--- config.mk ---
export PLATFORM = sky130hd
export DESIGN_NAME = dcache_flush_ctrl_flat
export DESIGN_NICKNAME = d
export VERILOG_FILES = /design/src/rtl/dcache_flush_ctrl_if.sv /design/src/rtl/dcache_flush_ctrl.sv /design/src/flat_wrapper.sv
export SDC_FILE = /design/constraint.sdc
export NUM_CORES = 1
export LEC_CHECK = 0
export ABC_CLOCK_PERIOD_IN_PS = 1400
export BUFFER_PORTS_ARGS = -buffer_cell sky130_fd_sc_hd__buf_2
export CAP_MARGIN = 20
export CORE_ASPECT_RATIO = 0.7
export CORE_UTILIZATION = 40
export CTS_BUF_LIST = sky130_fd_sc_hd__clkbuf_4
export DETAILED_ROUTE_END_ITERATION = 12
export GPL_ROUTABILITY_DRIVEN = 1
export PLACE_DENSITY = 0.78
export SLEW_MARGIN = 10
export SYNTH_ARGS = -nofsm -noshare
export SYNTH_HDL_FRONTEND = slang
export SYNTH_SLANG_ARGS = --single-unit
--- constraint.sdc ---
create_clock -name clk -period 1.4 [get_ports clk]
set_clock_uncertainty 0.1 [all_clocks]
set_input_delay 0.21 -clock clk [delete_from_list [all_inputs] [get_ports clk]]
set_output_delay 0.21 -clock clk [all_outputs]
set_load 0.02 [all_outputs]
--- src/rtl/dcache_flush_ctrl_if.sv ---
// Flush-controller bundle: flush control, dirty-table scan/write ports and the writeback request.
// slave = the flush controller; master = the cache core, dirty table and writeback unit around it.
interface dcache_flush_ctrl_if #(
  parameter int INDEX_WIDTH = 6
);
  logic                   flush_req;
  logic                   flush_busy;
  logic                   flush_done;
  logic [INDEX_WIDTH+1:0] flush_cnt;
  logic [INDEX_WIDTH-1:0] scan_addr;
  logic [1:0]             scan_dirty;
  logic [1:0]             host_we;
  logic [INDEX_WIDTH-1:0] host_waddr;
  logic                   host_wdata;
  logic [1:0]             dt_we;
  logic [INDEX_WIDTH-1:0] dt_waddr;
  logic                   dt_wdata;
  logic                   wb_valid;
  logic                   wb_ready;
  logic [INDEX_WIDTH-1:0] wb_index;
  logic                   wb_way;

  modport slave (
    input  flush_req, scan_dirty, host_we, host_waddr, host_wdata, wb_ready,
    output flush_busy, flush_done, flush_cnt, scan_addr, dt_we, dt_waddr, dt_wdata,
           wb_valid, wb_index, wb_way
  );

  modport master (
    output flush_req, scan_dirty, host_we, host_waddr, host_wdata, wb_ready,
    input  flush_busy, flush_done, flush_cnt, scan_addr, dt_we, dt_waddr, dt_wdata,
           wb_valid, wb_index, wb_way
  );
endinterface

--- src/rtl/dcache_flush_ctrl.sv ---
// Full D-cache flush sequencer: one set per cycle in SCAN, one writeback plus one dirty clear per dirty way.
// Stalls in WB until wb_ready; host writes always win the dirty-table port and push the clear back a cycle.
module dcache_flush_ctrl #(
  parameter int INDEX_WIDTH = 6
) (
  input  logic                 clk,
  input  logic                 rstn,
  dcache_flush_ctrl_if.slave   bus
);

  localparam logic [INDEX_WIDTH-1:0] IDX_MAX = '1;
  localparam logic [INDEX_WIDTH-1:0] IDX_ONE = INDEX_WIDTH'(1);
  localparam logic [INDEX_WIDTH+1:0] CNT_ONE = (INDEX_WIDTH+2)'(1);

  typedef enum logic [2:0] {IDLE, SCAN, WB, CLEAR, DONE} state_e;

  state_e                 state_q, state_d;
  logic [INDEX_WIDTH-1:0] idx_q, idx_d;
  logic [1:0]             pend_q, pend_d;
  logic [INDEX_WIDTH+1:0] cnt_q, cnt_d;
  logic                   way_q, way_d;
  logic [1:0]             ctrl_we;
  logic                   host_act;
  logic                   wb_way_sel;

  always_ff @(posedge clk or negedge rstn) begin
    if (!rstn) begin
      state_q <= IDLE;
      idx_q   <= '0;
      pend_q  <= '0;
      cnt_q   <= '0;
      way_q   <= 1'b0;
    end else begin
      state_q <= state_d;
      idx_q   <= idx_d;
      pend_q  <= pend_d;
      cnt_q   <= cnt_d;
      way_q   <= way_d;
    end
  end

  assign host_act   = |bus.host_we;
  // way0 is always drained first when both ways of a set are dirty
  assign wb_way_sel = ~pend_q[0];

  always_comb begin
    state_d        = state_q;
    idx_d          = idx_q;
    pend_d         = pend_q;
    cnt_d          = cnt_q;
    way_d          = way_q;
    ctrl_we        = 2'b00;
    bus.flush_done = 1'b0;
    bus.wb_valid   = 1'b0;
    case (state_q)
      IDLE: begin
        if (bus.flush_req) begin
          state_d = SCAN;
          idx_d   = '0;
          cnt_d   = '0;
        end
      end
      SCAN: begin
        if (bus.scan_dirty != 2'b00) begin
          pend_d  = bus.scan_dirty;
          state_d = WB;
        end else if (idx_q == IDX_MAX) begin
          state_d = DONE;
        end else begin
          idx_d = idx_q + IDX_ONE;
        end
      end
      WB: begin
        bus.wb_valid = 1'b1;
        if (bus.wb_ready) begin
          pend_d[wb_way_sel] = 1'b0;
          way_d              = wb_way_sel;
          cnt_d              = cnt_q + CNT_ONE;
          state_d            = CLEAR;
        end
      end
      CLEAR: begin
        if (!host_act) begin
          ctrl_we = way_q ? 2'b10 : 2'b01;
          if (pend_q != 2'b00) begin
            state_d = WB;
          end else if (idx_q == IDX_MAX) begin
            state_d = DONE;
          end else begin
            idx_d   = idx_q + IDX_ONE;
            state_d = SCAN;
          end
        end
      end
      DONE: begin
        bus.flush_done = 1'b1;
        state_d        = IDLE;
      end
      default: state_d = IDLE;
    endcase
  end

  assign bus.flush_busy = (state_q != IDLE);
  assign bus.flush_cnt  = cnt_q;
  assign bus.scan_addr  = idx_q;
  assign bus.wb_index   = idx_q;
  assign bus.wb_way     = wb_way_sel;

  assign bus.dt_we    = host_act ? bus.host_we    : ctrl_we;
  assign bus.dt_waddr = host_act ? bus.host_waddr : idx_q;
  assign bus.dt_wdata = host_act ? bus.host_wdata : 1'b0;

endmodule
--- src/flat_wrapper.sv ---
// flat-port wrapper written by rule: the top's interface ports become plain ports
module dcache_flush_ctrl_flat 
#(
  parameter int INDEX_WIDTH = 6
)
  (clk, rstn, bus_flush_req, bus_scan_dirty, bus_host_we, bus_host_waddr, bus_host_wdata, bus_wb_ready, bus_flush_busy, bus_flush_done, bus_flush_cnt, bus_scan_addr, bus_dt_we, bus_dt_waddr, bus_dt_wdata, bus_wb_valid, bus_wb_index, bus_wb_way);
  dcache_flush_ctrl_if #(.INDEX_WIDTH(INDEX_WIDTH)) bus_i ();
  input  logic clk;
  input  logic rstn;
  input wire logic [$bits(bus_i.flush_req)-1:0] bus_flush_req;
  input wire logic [$bits(bus_i.scan_dirty)-1:0] bus_scan_dirty;
  input wire logic [$bits(bus_i.host_we)-1:0] bus_host_we;
  input wire logic [$bits(bus_i.host_waddr)-1:0] bus_host_waddr;
  input wire logic [$bits(bus_i.host_wdata)-1:0] bus_host_wdata;
  input wire logic [$bits(bus_i.wb_ready)-1:0] bus_wb_ready;
  output wire logic [$bits(bus_i.flush_busy)-1:0] bus_flush_busy;
  output wire logic [$bits(bus_i.flush_done)-1:0] bus_flush_done;
  output wire logic [$bits(bus_i.flush_cnt)-1:0] bus_flush_cnt;
  output wire logic [$bits(bus_i.scan_addr)-1:0] bus_scan_addr;
  output wire logic [$bits(bus_i.dt_we)-1:0] bus_dt_we;
  output wire logic [$bits(bus_i.dt_waddr)-1:0] bus_dt_waddr;
  output wire logic [$bits(bus_i.dt_wdata)-1:0] bus_dt_wdata;
  output wire logic [$bits(bus_i.wb_valid)-1:0] bus_wb_valid;
  output wire logic [$bits(bus_i.wb_index)-1:0] bus_wb_index;
  output wire logic [$bits(bus_i.wb_way)-1:0] bus_wb_way;
  assign bus_i.flush_req = bus_flush_req;
  assign bus_i.scan_dirty = bus_scan_dirty;
  assign bus_i.host_we = bus_host_we;
  assign bus_i.host_waddr = bus_host_waddr;
  assign bus_i.host_wdata = bus_host_wdata;
  assign bus_i.wb_ready = bus_wb_ready;
  assign bus_flush_busy = bus_i.flush_busy;
  assign bus_flush_done = bus_i.flush_done;
  assign bus_flush_cnt = bus_i.flush_cnt;
  assign bus_scan_addr = bus_i.scan_addr;
  assign bus_dt_we = bus_i.dt_we;
  assign bus_dt_waddr = bus_i.dt_waddr;
  assign bus_dt_wdata = bus_i.dt_wdata;
  assign bus_wb_valid = bus_i.wb_valid;
  assign bus_wb_index = bus_i.wb_index;
  assign bus_wb_way = bus_i.wb_way;
  dcache_flush_ctrl #(.INDEX_WIDTH(INDEX_WIDTH)) u_core (.clk(clk), .rstn(rstn), .bus(bus_i));
endmodule
==> results of run 1 <==
## worst max path at each step
stage	to	slack (ns)	cells past startpoint
final	u_core.bus.scan_addr[2]	-0.43	7
after global routing	u_core.bus.scan_addr[2]	-0.45	7
after CTS	u_core.bus.scan_addr[1]	-0.32	6
after detailed placement	u_core.bus.scan_addr[5]	-0.26	5
after global placement	u_core.bus.scan_addr[0]	-0.22	5
after floorplan	u_core.bus.scan_addr[1]	-0.15	5
## synth_stat cells, types with 2 or more instances
library cell / count
dfrtp_1: 20
nand2_1: 20
nor2_1: 15
inv_1: 8
o21ai_0: 8
buf_4: 7
nand3_1: 7
mux2_2: 6
a21oi_1: 4
o22a_1: 4
buf_2: 3
nor3_1: 3
and3_1: 2
ha_1: 2
mux2i_1: 2
nand4bb_1: 2
nor2b_1: 2
nor4_1: 2
o31ai_1: 2
or2_2: 2
xnor2_1: 2
## sequential cells by signal, indices dropped and copies added, names as in the netlist
signal and count:
u_core.bus.flush_cnt 8, u_core.bus.scan_addr 6, u_core.pend_q 2, u_core.state_q 3, u_core.way_q 1
## metal layers
metal	routed length, um	part of all wire [%]
met1	2430	43
met4	219	3.9
met3	437	7.7
met2	2570	45
met5	0	0
## cell families after synthesis
family,synth area share (%)
AO/OA/AOI/OAI,17.3
XOR/XNOR,1.97
adder cells (fa/ha/maj),1.87
buffers and inverters,8.15
flip-flops,37.5
multiplexers,6.55
AND/OR/NAND/NOR,26.7
## critical path: stages (launching register included)
cell and delay (ns):
dfrtp_2 0.47, buf_6 0.13, buf_6 0.10, and4bb_1 0.23, o22ai_4 0.26, buf_4 0.17
nor3_1 0.04, o22a_1 0.19
## through the flow
| stage | util (%) | power (mW) | cells |
|---|---|---|---|
| after floorplan | - | 2.35 | 147 |
| after global placement | 58.5 | 3.08 | 255 |
| after detailed placement | 58.5 | 3.11 | 255 |
| after CTS | 73.0 | 4.09 | 280 |
| after global routing | 79.6 | 5.07 | 285 |
| final | 79.6 | 4.87 | 285 |
## power breakdown
group / total [mW] / switching [mW] / internal, mW
Sequential: 0.980 / 0.215 / 0.765
Combinational: 3.59 / 1.73 / 1.86
Clock: 0.300 / 0.199 / 0.101
Total: 4.87 / 2.15 / 2.72
## timing repair
action | in CTS | in global routing
pin swaps | 18 | 6
hold buffers | 1 | 0
setup endpoints to repair | 28 | 43
resized for setup | 74 | 51
endpoints found under the hold margin | 20 | 0
setup buffers | 22 | 6
## final cells by class
type | instances | area [um2] | share of cell area (%)
timing repair buffer | 108 | 958 | 38.0
multi-input combinational | 108 | 955 | 37.8
sequential | 20 | 508 | 20.1
tap | 38 | 47.5 | 1.88
inverter | 8 | 32.5 | 1.29
clock buffer | 3 | 22.5 | 0.892
==> summary.md, run 1 <==
| Metric | Value |
|---|---|
| Status | `finished, violations left` |
| Violated checks | `setup timing` |
| Via count | `1,716` |
| Grt total ovfl | `0` |
| Commonest non-fill, non-tap cell in the layout | `buf_6` |
| TNS Setup | `-7.97 ns` |
| Core area | `3170 um2` |
| # rows | `17` |
| Clock sink count | `20` |
| Avg Cell Area, Syn | `9.09 um2` |
| Iteration-0 DRC count of the detailed router | `177` |
| CP max FO | `6` |
| Fin crit period | `1.83 ns` |
| Final critical-path setup slack | `-0.425 ns` |
| First-pass GRT wire length | `7960 um` |
| Sequential-to-total area share from yosys stat | `37.5%` |
| #FFs+latches synth | `20` |
| P_leak | `1.20 nW` |
| Post-route cell area | `2520 um2` |
| R2r worst-path depth | `7` |
| Syn. warnings | `0` |
| Worst Path Required | `1.51 ns` |
| Area contributors post-synth | `dfrtp_1 37%, nand2_1 5.6%, mux2_2 5.1%` |
| Synth Instances | `147` |
| Top cell type's share of synthesized area | `37.5%` |
| Max VDD drop | `1.07 mV` |
| Htree depth | `1` |
| Critical path class | `flip-flop to flip-flop` |
| Filler Cells Inserted | `169` |
| Yosys cell types | `45` |
| Overall routed net length | `5660 um` |
| Dpl ws | `-0.255 ns` |
| Top Usage Layer GRT | `met2` |
| Nets | `266` |
| Max cap viols | `0` |
| Fin Hold WS | `0.0868 ns` |
| Final Hold Vio Count | `0` |
| Largest net degree at the start of global routing | `21` |
| RSZ-0062 raised after global routing | `yes` |
| Slew margin rel. | `67.8%` |
| Tcrit/Tclk final | `130%` |
| Critical Path Start Type | `flip-flop` |
| Clk root buf | `clkbuf_4` |
| R2r setup slk | `-0.43 ns` |
| Met3 usage | `7.43%` |
| Commonest cells after routing, fill and taps aside | `54 x buf_6, 30 x buf_4, 23 x buf_2` |
| Worst-margin pin slew | `0.483 ns` |
| Final setup viols | `39` |
| Vias in the first global route | `1,605` |
| Global routing usage on met2 | `47.8%` |
| Main flop type after synthesis | `dfrtp_1` |
| Total CTS buffers | `3` |
| GP Congestion | `0.885` |
| Port buffer count | `47` |
| Starting Density | `42.2%` |
| Full die area | `3580 um2` |
| Cell taking the most area after synthesis | `dfrtp_1` |
| F_max | `548 MHz` |
| Worst Min Path Start | `bus_scan_dirty[0]` |
| TritonCTS clock tree | `built` |
| Cell area power density | `1930 nW/um2` |
| Top Ports | `48` |
| Clk pin slew, worst setup/hold paths | `0.13 ns` |
| Chip width | `71.1 um` |
| Initial antenna violation count | `0` |
| Area grow syn2layout | `88.9%` |
| Die Y | `50.4 um` |
| Critical path endpoint category | `flip-flop` |
| Worst hold path stage count | `3` |
| Crit path DAT | `1.93 ns` |
| Layout cell share with drive strength beyond 1 | `66.0%` |
| End of the worst register-to-register path | `u_core.bus.scan_addr[2]` |
| Async set-reset flop share out of synthesis | `100%` |
| CTS max path bufs | `2` |
| Final ANT Viol Nets | `0` |
| CP startpoint | `u_core.state_q[0]` |
| Antenna cells | `0` |
| Post-DP HPWL | `2610 um` |
| Cell Area, Synth | `1340 um2` |
| R2r startpoint | `u_core.state_q[0]` |
| Final Max Tran Viols | `0` |
| Number of flops mapped to enable cells by yosys | `0` |
| Wire length per cell | `19.8 um` |
| Placed cell areas | `1850 um2` |
| Class of the worst hold path | `input pin to flip-flop` |
| Pre-antenna DRT Iters | `7` |
| DRC viols | `0` |
| Min-Delay Endpoint | `u_core.pend_q[0]` |
| Aggregate global-route resource usage | `29.5%` |
| Vias per Instance | `6.02` |
| Clk_lat worst skew | `0.32 ns` |
| Synth Net Count | `164` |
| GRT met1 Usage | `38.0%` |
(Power assumes the default switching activity.)
==> run 2, diff against run 1 <==
- CORE_UTILIZATION: 40 -> 46
- PLACE_DENSITY: 0.78 -> 0.87
==> run 2 against run 1 <==
Effect of this change: the flow still finishes with violations (setup timing); largest cell class unchanged; utilization up 18 points; final area rose by 0.64%; total power is 10% higher; hold slack better by 0.0098 ns; wire length grew 48%; setup slack worse by 0.070 ns; sequential share of layout area shrank 0.13 points; register-to-register slack worse by 0.07 ns; first-iteration DRC count increased by 140%.
==> summary.md, run 2 (synthesis results as in run 1) <==
| Metric | Value |
|---|---|
| Post-DP HPWL | `3050 um` |
| Tcrit/Tclk final | `135%` |
| Top Ports | `48` |
| Total CTS buffers | `3` |
| Crit path DAT | `2.04 ns` |
| Port buffer count | `47` |
| Initial antenna violation count | `0` |
| Via count | `2,052` |
| Layout cell share with drive strength beyond 1 | `66.1%` |
| Starting Density | `51.2%` |
| Critical Path Start Type | `flip-flop` |
| P_leak | `1.22 nW` |
| DRC viols | `0` |
| CTS max path bufs | `2` |
| Aggregate global-route resource usage | `41.5%` |
| Area grow syn2layout | `90.1%` |
| Vias per Instance | `7.20` |
| Overall routed net length | `8390 um` |
| Wire length per cell | `29.5 um` |
| Final Max Tran Viols | `0` |
| Final ANT Viol Nets | `0` |
| Clk pin slew, worst setup/hold paths | `0.13 ns` |
| Power Total | `5.38 mW` |
| Grt total ovfl | `0` |
| Clk_lat worst skew | `0.34 ns` |
| Nets | `269` |
| Die Y | `47.1 um` |
| Largest net degree at the start of global routing | `21` |
| Max cap viols | `0` |
| CP max FO | `7` |
| Clock sink count | `20` |
| Critical path endpoint category | `flip-flop` |
| Pre-antenna DRT Iters | `6` |
| Class of the worst hold path | `input pin to flip-flop` |
| Worst-margin pin slew | `0.486 ns` |
| Full die area | `3130 um2` |
| Final critical-path setup slack | `-0.496 ns` |
| Fin Hold WS | `0.0966 ns` |
| Htree depth | `1` |
| First-pass GRT wire length | `8860 um` |
| Worst Path Required | `1.55 ns` |
| Final setup viols | `46` |
| Violated checks | `setup timing` |
| F_max | `528 MHz` |
| Fin crit period | `1.90 ns` |
| Commonest non-fill, non-tap cell in the layout | `buf_6` |
| Critical path class | `flip-flop to flip-flop` |
| Status | `finished, violations left` |
| Final Hold Vio Count | `0` |
| Core area | `2610 um2` |
| Iteration-0 DRC count of the detailed router | `430` |
| GP Congestion | `0.888` |
| Clk root buf | `clkbuf_4` |
| Antenna cells | `0` |
| Max VDD drop | `1.42 mV` |
| Chip width | `66.4 um` |
| Largest register FFs | `8` |
| Cell area power density | `2120 nW/um2` |
| # rows | `15` |
| Commonest cells after routing, fill and taps aside | `54 x buf_6, 32 x buf_4, 23 x buf_2` |
| Vias in the first global route | `1,657` |
| RSZ-0062 raised after global routing | `yes` |
| TritonCTS clock tree | `built` |
| Slew margin rel. | `67.6%` |
## run 2: changes by cell type in the layout (fill, tap and decap cells not counted), moves of 2 or more
cell | before | now
nor3_1 | 3 | 0
o21ai_1 | 0 | 3
buf_4 | 30 | 32
nand2_1 | 16 | 18
nor3_2 | 1 | 3
## run 2: final timing paths
path | startpoint | end | slack [ns] | depth (start not counted)
setup / recovery | u_core.state_q[0] | u_core.bus.scan_addr[1] | -0.50 | 5
hold / removal | bus_scan_dirty[0] | u_core.pend_q[0] | 0.1 | 3
setup reg to reg | u_core.state_q[0] | u_core.bus.scan_addr[1] | -0.50 | 5
hold reg to reg | u_core.bus.flush_cnt[0] | u_core.bus.flush_cnt[0] | 0.46 | 1
max in group asynchronous | rstn | u_core.bus.scan_addr[1] | 0.52 | 2
min in group asynchronous | rstn | u_core.bus.flush_cnt[0] | 0.31 | 2
## run 2: worst max-delay path, stage by stage (launching register included)
cell and delay [ns]:
dfrtp_2 0.50, buf_6 0.15, and4bb_2 0.26, o22ai_4 0.24
a21o_1 0.32, mux2i_1 0.23
## run 2: layout make-up
type | count | area (um2)
clock buffers | 3 | 22.5
clock inverters | 1 | 3.75
fillers | 39 | 68.8
inverters | 8 | 32.5
multi-input cells | 108 | 937
flip-flops and latches | 20 | 508
well taps | 34 | 42.5
repair buffers | 111 | 993
## run 2: what timing repair did
item	4_1_cts	5_1_grt
setup endpoints to repair	32	44
pin swaps	18	10
hold buffers	1	0
resized for setup	85	40
buffers inserted	22	17
endpoints found under the hold margin	20	0
cloned	0	0
## run 2: stage by stage
step                      setup WS, ns  utilization (%)  instances  TNS, ns  cell area (um2)
after CTS                       -0.332             88.4        272    -5.59             2310
final                           -0.496             97.4        285   -10.04             2540
after floorplan                 -0.147                -        147   -0.890             1400
after global routing            -0.531             97.4        285   -10.37             2540
after global placement          -0.187             69.4        246    -1.97             1810
after detailed placement        -0.264             69.4        246    -3.54             1810
## run 2: metal layers
metal / vias to the layer above / part of all wire, % / GRT usage, %
met5: - / 0 / 0
met4: 0 / 12 / 25.1
met3: 119 / 16 / 9.47
met2: 292 / 42 / 69.6
met1: 912 / 30 / 50.5
li1: 729 / - / -
## run 2: power breakdown
group          leakage [nW]  switching, mW  total (mW)  internal (mW)
Sequential            0.250          0.259        1.02          0.765
Clock                0.0154          0.209       0.314          0.105
Combinational         0.956           2.08        4.04           1.96
Total                  1.22           2.55        5.38           2.83
